### src/rtl/monitor_uart_port.sv
// CPU-side UART port for the 68000 bus: TX/RX FIFOs behind a 4-register window,
// handing bytes to and from the SPI monitor bridge through trigger/busy and received/capture handshakes.
module monitor_uart_port #(
    parameter int unsigned FIFO_AW      = 4,
    parameter int unsigned GUARD_CYCLES = 4
) (
    input  logic                MCLK_IN,
    input  logic                RESET_IN,
    input  logic                REG_RD_IN,
    input  logic                REG_WR_IN,
    input  logic [1:0]          REG_ADDR_IN,
    input  logic [7:0]          REG_WDATA_IN,
    output logic [7:0]          REG_RDATA,
    output logic                UART_IRQ,
    input  logic                UART_SEND_BUSY_IN,
    output logic                UART_SEND_TRIGGER,
    output logic [7:0]          UART_SEND_BYTE,
    input  logic                UART_RECEIVED_IN,
    input  logic [7:0]          UART_RECEIVE_BYTE_IN,
    output logic                UART_RECEIVE_CAPTURE
);

    localparam int unsigned DEPTH = 1 << FIFO_AW;
    localparam int unsigned CW    = FIFO_AW + 1;
    localparam int unsigned GW    = $clog2(GUARD_CYCLES + 1);

    typedef enum logic [2:0] {T_IDLE, T_SETUP, T_STROBE, T_GUARD, T_WAIT} tx_state_t;
    typedef enum logic [1:0] {R_IDLE, R_LATCH, R_STROBE, R_GUARD} rx_state_t;

    tx_state_t          tx_state, tx_next;
    rx_state_t          rx_state, rx_next;
    logic [GW-1:0]      tx_gcnt, tx_gcnt_next, rx_gcnt, rx_gcnt_next;
    logic               busy_q, busy_s, rcv_q, rcv_s;
    logic [7:0]         tx_mem [DEPTH];
    logic [7:0]         rx_mem [DEPTH];
    logic [FIFO_AW-1:0] tx_wr, tx_rd, rx_wr, rx_rd;
    logic [CW-1:0]      tx_cnt, rx_cnt, tx_cnt_nxt, rx_cnt_nxt;
    logic               tx_ovf, rx_ovf, rx_stall_q;
    logic               tx_full, tx_empty, rx_full, rx_empty, tx_idle;
    logic               data_wr, stat_wr, data_rd;
    logic               tx_push, tx_pop, rx_push, rx_pop;
    logic               tx_ovf_set, rx_stall, rx_ovf_set;
    logic [7:0]         rdata_nxt;

    function automatic logic [CW-1:0] cnt_next(input logic [CW-1:0] c, input logic push,
                                               input logic pop);
        if (push && !pop) return c + CW'(1);
        if (!push && pop) return c - CW'(1);
        return c;
    endfunction

    assign tx_full    = (tx_cnt == CW'(DEPTH));
    assign tx_empty   = (tx_cnt == '0);
    assign rx_full    = (rx_cnt == CW'(DEPTH));
    assign rx_empty   = (rx_cnt == '0);
    assign tx_idle    = tx_empty && (tx_state == T_IDLE);
    assign data_wr    = REG_WR_IN && (REG_ADDR_IN == 2'd0);
    assign stat_wr    = REG_WR_IN && (REG_ADDR_IN == 2'd1);
    assign data_rd    = REG_RD_IN && (REG_ADDR_IN == 2'd0);
    assign tx_push    = data_wr && !tx_full;
    assign tx_ovf_set = data_wr && tx_full;
    assign rx_push    = (rx_state == R_LATCH) && !rx_full;
    assign rx_pop     = data_rd && !rx_empty;
    // Monitor is holding a byte we cannot accept; flag only the first cycle of the stall.
    assign rx_stall   = (rx_state == R_IDLE) && rcv_s && rx_full;
    assign rx_ovf_set = rx_stall && !rx_stall_q;
    assign tx_cnt_nxt = cnt_next(tx_cnt, tx_push, tx_pop);
    assign rx_cnt_nxt = cnt_next(rx_cnt, rx_push, rx_pop);

    // TX handshake next-state
    always_comb begin
        tx_next      = tx_state;
        tx_gcnt_next = tx_gcnt;
        tx_pop       = 1'b0;
        case (tx_state)
            T_IDLE: if (!tx_empty && !busy_s) begin
                tx_pop  = 1'b1;
                tx_next = T_SETUP;
            end
            T_SETUP:  tx_next = T_STROBE;
            T_STROBE: begin
                tx_next      = T_GUARD;
                tx_gcnt_next = '0;
            end
            T_GUARD: begin
                if (tx_gcnt == GW'(GUARD_CYCLES - 1)) tx_next = T_WAIT;
                else tx_gcnt_next = tx_gcnt + GW'(1);
            end
            T_WAIT:  if (!busy_s) tx_next = T_IDLE;
            default: tx_next = T_IDLE;
        endcase
    end

    // RX handshake next-state
    always_comb begin
        rx_next      = rx_state;
        rx_gcnt_next = rx_gcnt;
        case (rx_state)
            R_IDLE:   if (rcv_s && !rx_full) rx_next = R_LATCH;
            R_LATCH:  rx_next = R_STROBE;
            R_STROBE: begin
                rx_next      = R_GUARD;
                rx_gcnt_next = '0;
            end
            R_GUARD: begin
                if (rx_gcnt == GW'(GUARD_CYCLES - 1)) rx_next = R_IDLE;
                else rx_gcnt_next = rx_gcnt + GW'(1);
            end
            default: rx_next = R_IDLE;
        endcase
    end

    always_comb begin
        rdata_nxt = '0;
        case (REG_ADDR_IN)
            2'd0:    if (!rx_empty) rdata_nxt = rx_mem[rx_rd];
            2'd1:    rdata_nxt = {3'b000, tx_ovf, rx_ovf, tx_idle, !tx_full, !rx_empty};
            2'd2:    rdata_nxt = 8'(rx_cnt);
            default: rdata_nxt = 8'(tx_cnt);
        endcase
    end

    always_ff @(posedge MCLK_IN) begin
        if (tx_push) tx_mem[tx_wr] <= REG_WDATA_IN;
        if (rx_push) rx_mem[rx_wr] <= UART_RECEIVE_BYTE_IN;
    end

    always_ff @(posedge MCLK_IN) begin
        if (RESET_IN) begin
            tx_state             <= T_IDLE;
            rx_state             <= R_IDLE;
            tx_gcnt              <= '0;
            rx_gcnt              <= '0;
            busy_q               <= 1'b0;
            busy_s               <= 1'b0;
            rcv_q                <= 1'b0;
            rcv_s                <= 1'b0;
            tx_wr                <= '0;
            tx_rd                <= '0;
            rx_wr                <= '0;
            rx_rd                <= '0;
            tx_cnt               <= '0;
            rx_cnt               <= '0;
            tx_ovf               <= 1'b0;
            rx_ovf               <= 1'b0;
            rx_stall_q           <= 1'b0;
            REG_RDATA            <= '0;
            UART_IRQ             <= 1'b0;
            UART_SEND_TRIGGER    <= 1'b0;
            UART_SEND_BYTE       <= '0;
            UART_RECEIVE_CAPTURE <= 1'b0;
        end else begin
            tx_state             <= tx_next;
            rx_state             <= rx_next;
            tx_gcnt              <= tx_gcnt_next;
            rx_gcnt              <= rx_gcnt_next;
            busy_q               <= UART_SEND_BUSY_IN;
            busy_s               <= busy_q;
            rcv_q                <= UART_RECEIVED_IN;
            rcv_s                <= rcv_q;
            if (tx_push) tx_wr <= tx_wr + FIFO_AW'(1);
            if (tx_pop)  tx_rd <= tx_rd + FIFO_AW'(1);
            if (rx_push) rx_wr <= rx_wr + FIFO_AW'(1);
            if (rx_pop)  rx_rd <= rx_rd + FIFO_AW'(1);
            tx_cnt               <= tx_cnt_nxt;
            rx_cnt               <= rx_cnt_nxt;
            tx_ovf               <= tx_ovf_set || (tx_ovf && !(stat_wr && REG_WDATA_IN[4]));
            rx_ovf               <= rx_ovf_set || (rx_ovf && !(stat_wr && REG_WDATA_IN[3]));
            rx_stall_q           <= rx_stall;
            if (REG_RD_IN) REG_RDATA <= rdata_nxt;
            UART_IRQ             <= (rx_cnt_nxt != '0);
            if (tx_pop) UART_SEND_BYTE <= tx_mem[tx_rd];
            UART_SEND_TRIGGER    <= (tx_next == T_STROBE);
            UART_RECEIVE_CAPTURE <= (rx_next == R_STROBE);
        end
    end

endmodule

### config.mk
export PLATFORM = sky130hd
export DESIGN_NAME = monitor_uart_port
export DESIGN_NICKNAME = d
export VERILOG_FILES = /design/src/rtl/monitor_uart_port.sv
export SDC_FILE = /design/constraint.sdc
export NUM_CORES = 1
export LEC_CHECK = 0
export CAP_MARGIN = 30
export CORE_MARGIN = 4
export CORE_UTILIZATION = 65
export DETAILED_ROUTE_END_ITERATION = 8
export HOLD_SLACK_MARGIN = 0.05
export PLACE_DENSITY = 0.84
export SYNTH_ARGS = -nofsm -noshare
export SYNTH_HDL_FRONTEND = slang
export SYNTH_SLANG_ARGS = --single-unit
### constraint.sdc
create_clock -name MCLK_IN -period 6.6 [get_ports MCLK_IN]
set_clock_uncertainty 0.1 [all_clocks]
set_input_delay 0.99 -clock MCLK_IN [delete_from_list [all_inputs] [get_ports MCLK_IN]]
set_output_delay 0.99 -clock MCLK_IN [all_outputs]
set_load 0.01 [all_outputs]
==> results of run 1 <==
## through the flow
stage | setup WS (ns) | hold slack (ns) | util
6_report | 3.00 | 0.346 | 0.748
5_1_grt | 2.80 | 0.368 | 0.748
4_1_cts | 2.79 | 0.352 | 0.745
3_5_place_dp | 2.32 | 0.336 | 0.694
3_3_place_gp | 2.47 | 0.339 | 0.693
2_1_floorplan | 3.61 | 0.314 | -
## cell type report
type                            instances  area share
Clock inverter                         18      0.0122
Inverter                               18     0.00463
Sequential cell                       323       0.618
Timing Repair Buffer                   58      0.0382
Clock buffer                           38      0.0549
Tap cell                              265      0.0227
Multi-Input combinational cell        372       0.249
## layer usage
| metal | global-route usage | vias up |
|---|---|---|
| li1 | - | 3033 |
| met5 | 0 | - |
| met3 | 0.0523 | 52 |
| met1 | 0.352 | 3541 |
| met2 | 0.433 | 362 |
| met4 | 0.0654 | 2 |
## worst max-delay path by stage
stage | start | endpoint | slack, ns
after floorplan | tx_cnt[0] | tx_cnt[4] | 3.61
after global placement | REG_ADDR_IN[1] | tx_mem[3][3] | 2.47
after detailed placement | REG_ADDR_IN[1] | tx_mem[3][1] | 2.32
after CTS | REG_ADDR_IN[1] | tx_mem[3][1] | 2.79
after global routing | REG_ADDR_IN[1] | tx_mem[8][5] | 2.80
final | REG_ADDR_IN[1] | tx_mem[3][2] | 3.00
## cells by family (layout without fill, tap and decap cells)
family / count (synthesis) / count (layout) / synth area share
AO/OA/AOI/OAI: 59 / 59 / 0.0273
XOR/XNOR: 19 / 19 / 0.0139
adder cells (fa/ha/maj): 21 / 21 / 0.0201
buffers and inverters: 55 / 132 / 0.0198
flip-flops: 323 / 323 / 0.699
multiplexers: 89 / 89 / 0.152
AND/OR/NAND/NOR: 184 / 184 / 0.0682
## power breakdown
group | switching [mW] | internal (mW) | total, mW
logic | 0.353 | 0.311 | 0.664
registers | 0.0568 | 2.26 | 2.32
clock network | 0.702 | 1.01 | 1.71
total | 1.11 | 3.58 | 4.69
## cell usage after synthesis (all sizes together), types with 8 or more instances
master  instances
mux2i           8
inv            18
xor2           10
mux4           79
nor2           71
nor2b           9
ha             20
edfxtp        256
dfxtp          67
clkbuf         16
nor3           15
xnor2           8
nand2          49
buf            21
a21oi          36
## sequential cells by signal, indices dropped and copies added, names as in the netlist, 3 cells and up, named ones only
name and flops:
tx_rd 4, REG_RDATA 8, tx_wr 4, tx_gcnt 3
tx_mem 128, rx_mem 128, rx_rd 4, tx_state 3
UART_SEND_BYTE 8, rx_cnt 5, rx_gcnt 3, rx_wr 4
tx_cnt 5
==> results.toml, run 1 <==
[outcome]
outcome = "completed"

[synthesis]
synth_edf_count = 256
syn_nets = 794
synth.distinct_cells = 54
synth_seq_cells = 323
syn_area_sq_um = 12900
syn_avg_cell_area_sq_um = 17.2
ys.flop_type = "edfxtp_1"
synthCells = 750
yosys_warnings = 0
yosys.area.top_type = "edfxtp_1"
async_flop_share = 0
synth_top_area_frac = 0.595
ys_top_cells_by_area = "edfxtp_1 59%, dfxtp_1 10%, mux4_2 9.9%"
synth_seq_area_share = 0.699

[timing]
setup_violations = 0
hold_viol_final = 0
clock.fmax_mhz = 278
slew_violations = 0
rsz0062_at_grt = "false"
fin_tns_setup_ns = 0
worst_slew_pin_slew_ns = 1.05
min_period_ns = 3.60
slew-limit-headroom = 0.298
fin_crit_sh = 0.546

[worst_setup_path]
cp_slowest_cell = "nor3b_2"
cp_cell_sequence = "clkdlybuf4s50_1, nor2b_1, nor3b_2, nand2_1, nor3_1, clkbuf_2"
cp-end-kind = "register"
cp_num_buf_inv = 2
r2r_slack_ns = 3.26
slowest_delay_ns = 0.74
start_kind = "primary input"
worstPathMaxFanout = 13
required_ns = 6.75
timing.rr.start = "tx_cnt[0]"
crit_family = "simple AND/OR/NAND/NOR gates"
r2r_end = "tx_cnt[4]"
cp.depth = 6
arrival_ns = 3.75
worst_r2r_path_depth = 11
path_class = "in2reg"

[detailed_routing]
wl_met3_microns = 2450
route.detailed.drc = 0
drt-wirelength-per-cell_microns = 25.4
first_iter_violations = 750
avgViaCountPerCell = 6.40
routed_wl_microns = 27700
first_pass_iters = 5
topRoutingLayerUsed = "met5"
ant_nets = 0
dr_wl_met2_microns = 14200
vias = 6990
wl_met1_microns = 10400

[power_and_ir_drop]
p_leak_nw = 4.71
irDropWorstVdd_mv = 0.215
power.density_nw_per_um2 = 321
power_mw = 4.69

[clocking]
cts_tree = "yes"
insertion_delay_ns = 0.55
clock_path_buffers = 3
cts-root-buf = "clkbuf_16"
clkTransAtPathRegs_ns = 0.06
cts.sinks = 323
postCtsSetupBuffers = 0
cts.htree.levels = 1
cts_inserted_buffers = 30
cts_hold_buf = 0
cts.repair.resized = 0

[final_layout]
syn_to_final_growth_pct = 13.0
multi_input_area_sq_um = 3640
ff_latch_area_sq_um = 9030
layout_common_cells = "256 x edfxtp_1, 70 x nor2_1, 65 x dfxtp_1, 57 x mux4_2, 49 x nand2_1"
final_cells = 1092
antenna_cells = 0
final_common_cell = "edfxtp_1"
fin_nets = 847
drive_above_1_share = 0.155
fin_area_sq_um = 14600
num-fill-cells = 1102

[die]
start_util = 0.662
ioPinCount = 43
placementRows = 51
die_h_microns = 149
fp.coreArea_sq_um = 19500
dieArea_sq_um = 22200
die-width_microns = 149

[global_routing]
grt_start_max_net_pins = 41
grt_overflow_total = 0
antenna_found_initial = 2
grt_pass1_vias = 7063
grt_pass1_wl_microns = 42400
grt_usage = 0.257

[place]
place_area_sq_um = 13600
gp_congestion = 0.826
dp_hpwl_microns = 16400
dp.cells = 1028
port-buffer-count = 42

[hold_path]
hold_path.class = "reg2reg"
hold_end = "busy_s"
hp-start = "busy_q"
min_path_cells = 1

[run]
drv_cap = 0
(Power assumes the default switching activity.)
==> run 2: changes to the inputs <==
- CORE_UTILIZATION: 65 -> 55
- PLACE_DENSITY: 0.84 -> 0.76
- clock period: 6.6 -> 3.09 ns (I/O delays scaled with it)
==> results.toml, run 2 (same netlist as run 1, synthesis figures left out) <==
[timing]
slew-limit-headroom = 0.517
fin_crit_sh = 0.956
min_period_ns = 2.96
worst_slew_pin_slew_ns = 0.722
setup_ws_ns = 0.135
whs_ns = 0.267
setup_violations = 0
clock.fmax_mhz = 338
slew_violations = 0
hold_viol_final = 0

[global_routing]
grt_pass1_vias = 7267
grt_overflow_total = 0
antenna_found_initial = 1
grt_pass1_wl_microns = 41700
grt_usage = 0.207
grt_start_max_net_pins = 43

[worst_setup_path]
r2r_slack_ns = 0.13
cp-end-kind = "register"
path_class = "reg2reg"
worst_r2r_path_depth = 10
timing.rr.start = "tx_cnt[1]"
required_ns = 3.37
worstPathMaxFanout = 6
arrival_ns = 3.23
r2r_end = "tx_cnt[4]"
start_kind = "register"

[clocking]
clkTransAtPathRegs_ns = 0.06
cts.sinks = 323
clock_path_buffers = 3
cts.htree.levels = 2
cts_tree = "yes"
insertion_delay_ns = 0.51
cts_hold_buf = 0
cts-root-buf = "clkbuf_16"
cts_inserted_buffers = 34

[place]
dp_hpwl_microns = 17200
gp_congestion = 0.888
pre_cts_slack_ns = 0.126
place_area_sq_um = 14000
port-buffer-count = 42

[final_layout]
final_util = 0.658
layout_common_cells = "256 x edfxtp_1, 70 x nor2_1, 65 x dfxtp_1, 57 x mux4_2, 50 x buf_4"
syn_to_final_growth_pct = 16.4
fin_nets = 887
reg.largest.list = "rx_mem (128), tx_mem (128)"
drive_above_1_share = 0.209
antenna_cells = 0
final_common_cell = "edfxtp_1"
fin_area_sq_um = 15000

[detailed_routing]
first_iter_violations = 844
drt-wirelength-per-cell_microns = 22.1
route.detailed.drc = 0
vias = 6944
first_pass_iters = 5
ant_nets = 0
avgViaCountPerCell = 5.88
routed_wl_microns = 26100

[power_and_ir_drop]
p_clk_frac = 0.375
power_switching_mw = 2.51
p_int_mw = 7.81
pwr-share-comb = 0.145
power_frac_seq = 0.480
power.density_nw_per_um2 = 686
p_sw_frac = 0.243
p_leak_nw = 4.94
irDropWorstVdd_mv = 0.432

[run]
drv_cap = 0

[die]
fp.coreArea_sq_um = 22800
start_util = 0.566
placementRows = 55
ioPinCount = 43
die-width_microns = 161
dieArea_sq_um = 26000
die_h_microns = 161

[outcome]
outcome = "completed"

[hold_path]
hold_path.class = "in2reg"
min_path_cells = 2
hold_end = "rx_rd[3]"
hp-start = "RESET_IN"
-- run 2: cell count changes in the layout (fill, tap and decap cells not counted), moves of 3 or more --
cell,change
buf_4,+40
clkbuf_1,-3
clkbuf_16,+3
clkbuf_4,-3
clkinv_1,-8
clkinv_2,+3
clkinvlp_4,+5
-- run 2: how the worst max path moves through the flow --
stage                     end  depth (start not counted)      start  slack, ns
global placement    tx_cnt[4]                         10  tx_cnt[1]       0.21
global route        tx_cnt[4]                         10  tx_cnt[1]      -0.02
detailed placement  tx_cnt[4]                         10  tx_cnt[1]       0.13
CTS                 tx_cnt[4]                         10  tx_cnt[1]       0.11
floorplan           tx_cnt[4]                         11  tx_cnt[0]       0.10
finish              tx_cnt[4]                         10  tx_cnt[1]       0.13
-- run 2: timing repair --
action	CTS	global route
endpoints found under the setup margin	0	1
hold endpoints to repair	0	0
resized for setup	0	2
buffers inserted	0	0
-- run 2: cell type report --
class                      instances  area [sq um]
inverter                          18          67.6
clock inverter                    20           180
tap                              313           392
fill                            1504          7810
sequential                       323          9030
multi-input combinational        372          3650
clock buffer                      40           893
timing repair buffer              94           831
-- run 2: critical path, stage by stage, from the launching register on --
cell and delay (ns):
dfxtp_1 0.38, inv_1 0.08, ha_1 0.22, nor4b_1 0.16, or3_1 0.42, ha_1 0.20
nand2b_2 0.23, or4b_2 0.67, a21oi_2 0.17, xnor2_1 0.14, nor2_1 0.06
-- run 2: layer usage --
metal  vias to the layer above  wire, microns  track usage
met5                         -              0            0
met3                        44           1860       0.0393
li1                       3114              -            -
met4                         0            473       0.0446
met2                       277          12900        0.340
met1                      3509          10800        0.295
-- run 2: power by group through the flow --
| stage | Sequential [mW] | Clock, mW | Combinational [mW] |
|---|---|---|---|
| finish | 4.96 | 3.86 | 1.50 |
| global route | 4.98 | 4.14 | 1.63 |
| CTS | 4.95 | 3.93 | 1.49 |
| detailed placement | 5.04 | 0 | 1.47 |
| global placement | 5.03 | 0 | 1.41 |
| floorplan | 5.03 | 0 | 0.950 |
-- run 2: stage by stage --
| step | TNS, ns | std cells | total power, mW |
|---|---|---|---|
| 2_1_floorplan | 0 | 750 | 5.98 |
| 3_3_place_gp | 0 | 1120 | 6.44 |
| 3_5_place_dp | 0 | 1120 | 6.52 |
| 4_1_cts | 0 | 1180 | 10.4 |
| 5_1_grt | -0.0227 | 1180 | 10.7 |
| 6_report | 0 | 1180 | 10.3 |
==> run 3: changes to the inputs <==
- CORE_UTILIZATION: 55 -> 65
- PLACE_DENSITY: 0.76 -> 0.84
- clock period: 3.09 -> 3.8 ns (I/O delays scaled with it)
==> results.toml, run 3 (same netlist as run 1, synthesis figures left out) <==
[clocking]
cts.sinks = 323
cts_tree = "yes"
cts.repair.resized = 0
insertion_delay_ns = 0.55
cts_hold_buf = 0
postCtsSetupBuffers = 0
cts_inserted_buffers = 31
clock_path_buffers = 3
cts-root-buf = "clkbuf_16"
clkTransAtPathRegs_ns = 0.07
cts.htree.levels = 1

[timing]
fin_tns_setup_ns = 0
clock.fmax_mhz = 300
slew-limit-headroom = 0.460
fin_crit_sh = 0.876
setup_violations = 0
worst_slew_pin_slew_ns = 0.809
slew_violations = 0
hold_viol_final = 0
rsz0062_at_grt = "false"
min_period_ns = 3.33
setup_ws_ns = 0.470

[power_and_ir_drop]
power_switching_mw = 1.99
p_sw_frac = 0.240
power.density_nw_per_um2 = 561
p_clk_frac = 0.373
p_int_mw = 6.29
power_frac_seq = 0.490
pwr-share-comb = 0.137
power_mw = 8.29
irDropWorstVdd_mv = 0.378
p_leak_nw = 4.85

[worst_setup_path]
cp-end-kind = "register"
timing.rr.start = "tx_cnt[0]"
r2r_end = "tx_cnt[4]"
arrival_ns = 3.66
slowest_delay_ns = 0.66
worstPathMaxFanout = 13
required_ns = 4.13
worst_r2r_path_depth = 11
cp_num_buf_inv = 2
path_class = "reg2reg"
cp_cell_sequence = "inv_1, ha_1, nor4b_1, or3_1, inv_2, ha_1, nand2b_1, or4b_2, a21oi_1, xnor2_1, nor2_1"
crit_family = "simple AND/OR/NAND/NOR gates"
cp_slowest_cell = "or4b_2"
r2r_slack_ns = 0.47
crit_top_cell = "ha_1"
start_kind = "register"

[detailed_routing]
first_iter_violations = 712
drt-wirelength-per-cell_microns = 25.1
routed_wl_microns = 27900
ant_nets = 0
route.detailed.drc = 0
avgViaCountPerCell = 6.35
first_pass_iters = 5
vias = 7065

[run]
drv_cap = 0

[die]
start_util = 0.662
ioPinCount = 43
die_h_microns = 149
placementRows = 51
fp.coreArea_sq_um = 19500
die-width_microns = 149
dieArea_sq_um = 22200

[global_routing]
grt_usage = 0.257
grt_overflow_total = 0
antenna_found_initial = 0
grt_pass1_wl_microns = 43200
grt_start_max_net_pins = 37
grt_pass1_vias = 7338

[final_layout]
syn_to_final_growth_pct = 14.4
fin_area_sq_um = 14800
antenna_cells = 0
reg.largest.list = "rx_mem (128), tx_mem (128)"
fin_nets = 869
final_common_cell = "edfxtp_1"
layout_common_cells = "256 x edfxtp_1, 70 x nor2_1, 65 x dfxtp_1, 57 x mux4_2, 49 x nand2_1"
drive_above_1_share = 0.184

[place]
dp_hpwl_microns = 17200
port-buffer-count = 42
pre_cts_slack_ns = 0.472
gp_congestion = 0.889
place_area_sq_um = 13800

[outcome]
outcome = "completed"

[hold_path]
min_path_cells = 1
hold_path.class = "reg2reg"
hold_end = "rcv_s"
hp-start = "rcv_q"
## run 3: changes by cell type in the layout (fill, tap and decap cells not counted), sizes merged
cell	before	now
buf	53	38
bufinv	2	5
clkbuf	40	35
clkinv	10	16
clkinvlp	5	0
inv	21	18
## run 3: stage by stage
step           instances  hold slack, ns   util
2_1_floorplan        750           0.314      -
3_3_place_gp        1056           0.337  0.704
6_report            1113           0.352  0.757
3_5_place_dp        1056           0.346  0.704
5_1_grt             1113           0.369  0.757
4_1_cts             1112           0.353  0.757
## run 3: worst reg2reg max path: cells and delay by family (launching register included)
kind | cells | cell delay [ns]
AO/OA/AOI/OAI | 1 | 0.17
AND/OR/NAND/NOR | 5 | 1.60
XOR/XNOR | 1 | 0.13
buffers and inverters | 2 | 0.35
adder cells (fa/ha/maj) | 2 | 0.43
flip-flops | 1 | 0.45
## run 3: power by group through the flow
stage | Combinational [mW] | Clock (mW) | Sequential (mW)
after detailed placement | 1.12 | 0 | 4.13
after global placement | 1.05 | 0 | 4.12
final | 1.14 | 3.09 | 4.06
after CTS | 1.14 | 3.12 | 4.06
after floorplan | 0.773 | 0 | 4.09
after global routing | 1.23 | 3.29 | 4.07
## run 3: layer usage
layer / global-route usage / vias to the layer above / wire [microns]
met1: 0.362 / 3568 / 11000
li1: - / 3073 / -
met5: 0 / - / 0
met3: 0.0574 / 70 / 2420
met4: 0.0650 / 0 / 661
met2: 0.417 / 354 / 13800
## run 3: final cells by class
cell class | instances | area [sq um]
Clock buffer | 35 | 791
Fill cell | 1076 | 4750
Tap cell | 265 | 332
Sequential cell | 323 | 9030
Timing Repair Buffer | 79 | 693
Inverter | 18 | 67.6
Clock inverter | 21 | 226
Multi-Input combinational cell | 372 | 3640
## run 3: worst max path at each step
stage | start | endpoint | slack [ns] | depth (start not counted)
global placement | tx_cnt[0] | tx_cnt[4] | 0.59 | 11
global route | tx_cnt[0] | tx_cnt[4] | 0.27 | 11
floorplan | tx_cnt[0] | tx_cnt[4] | 0.81 | 11
CTS | tx_cnt[0] | tx_cnt[4] | 0.47 | 11
detailed placement | tx_cnt[0] | tx_cnt[4] | 0.47 | 11
finish | tx_cnt[0] | tx_cnt[4] | 0.47 | 11
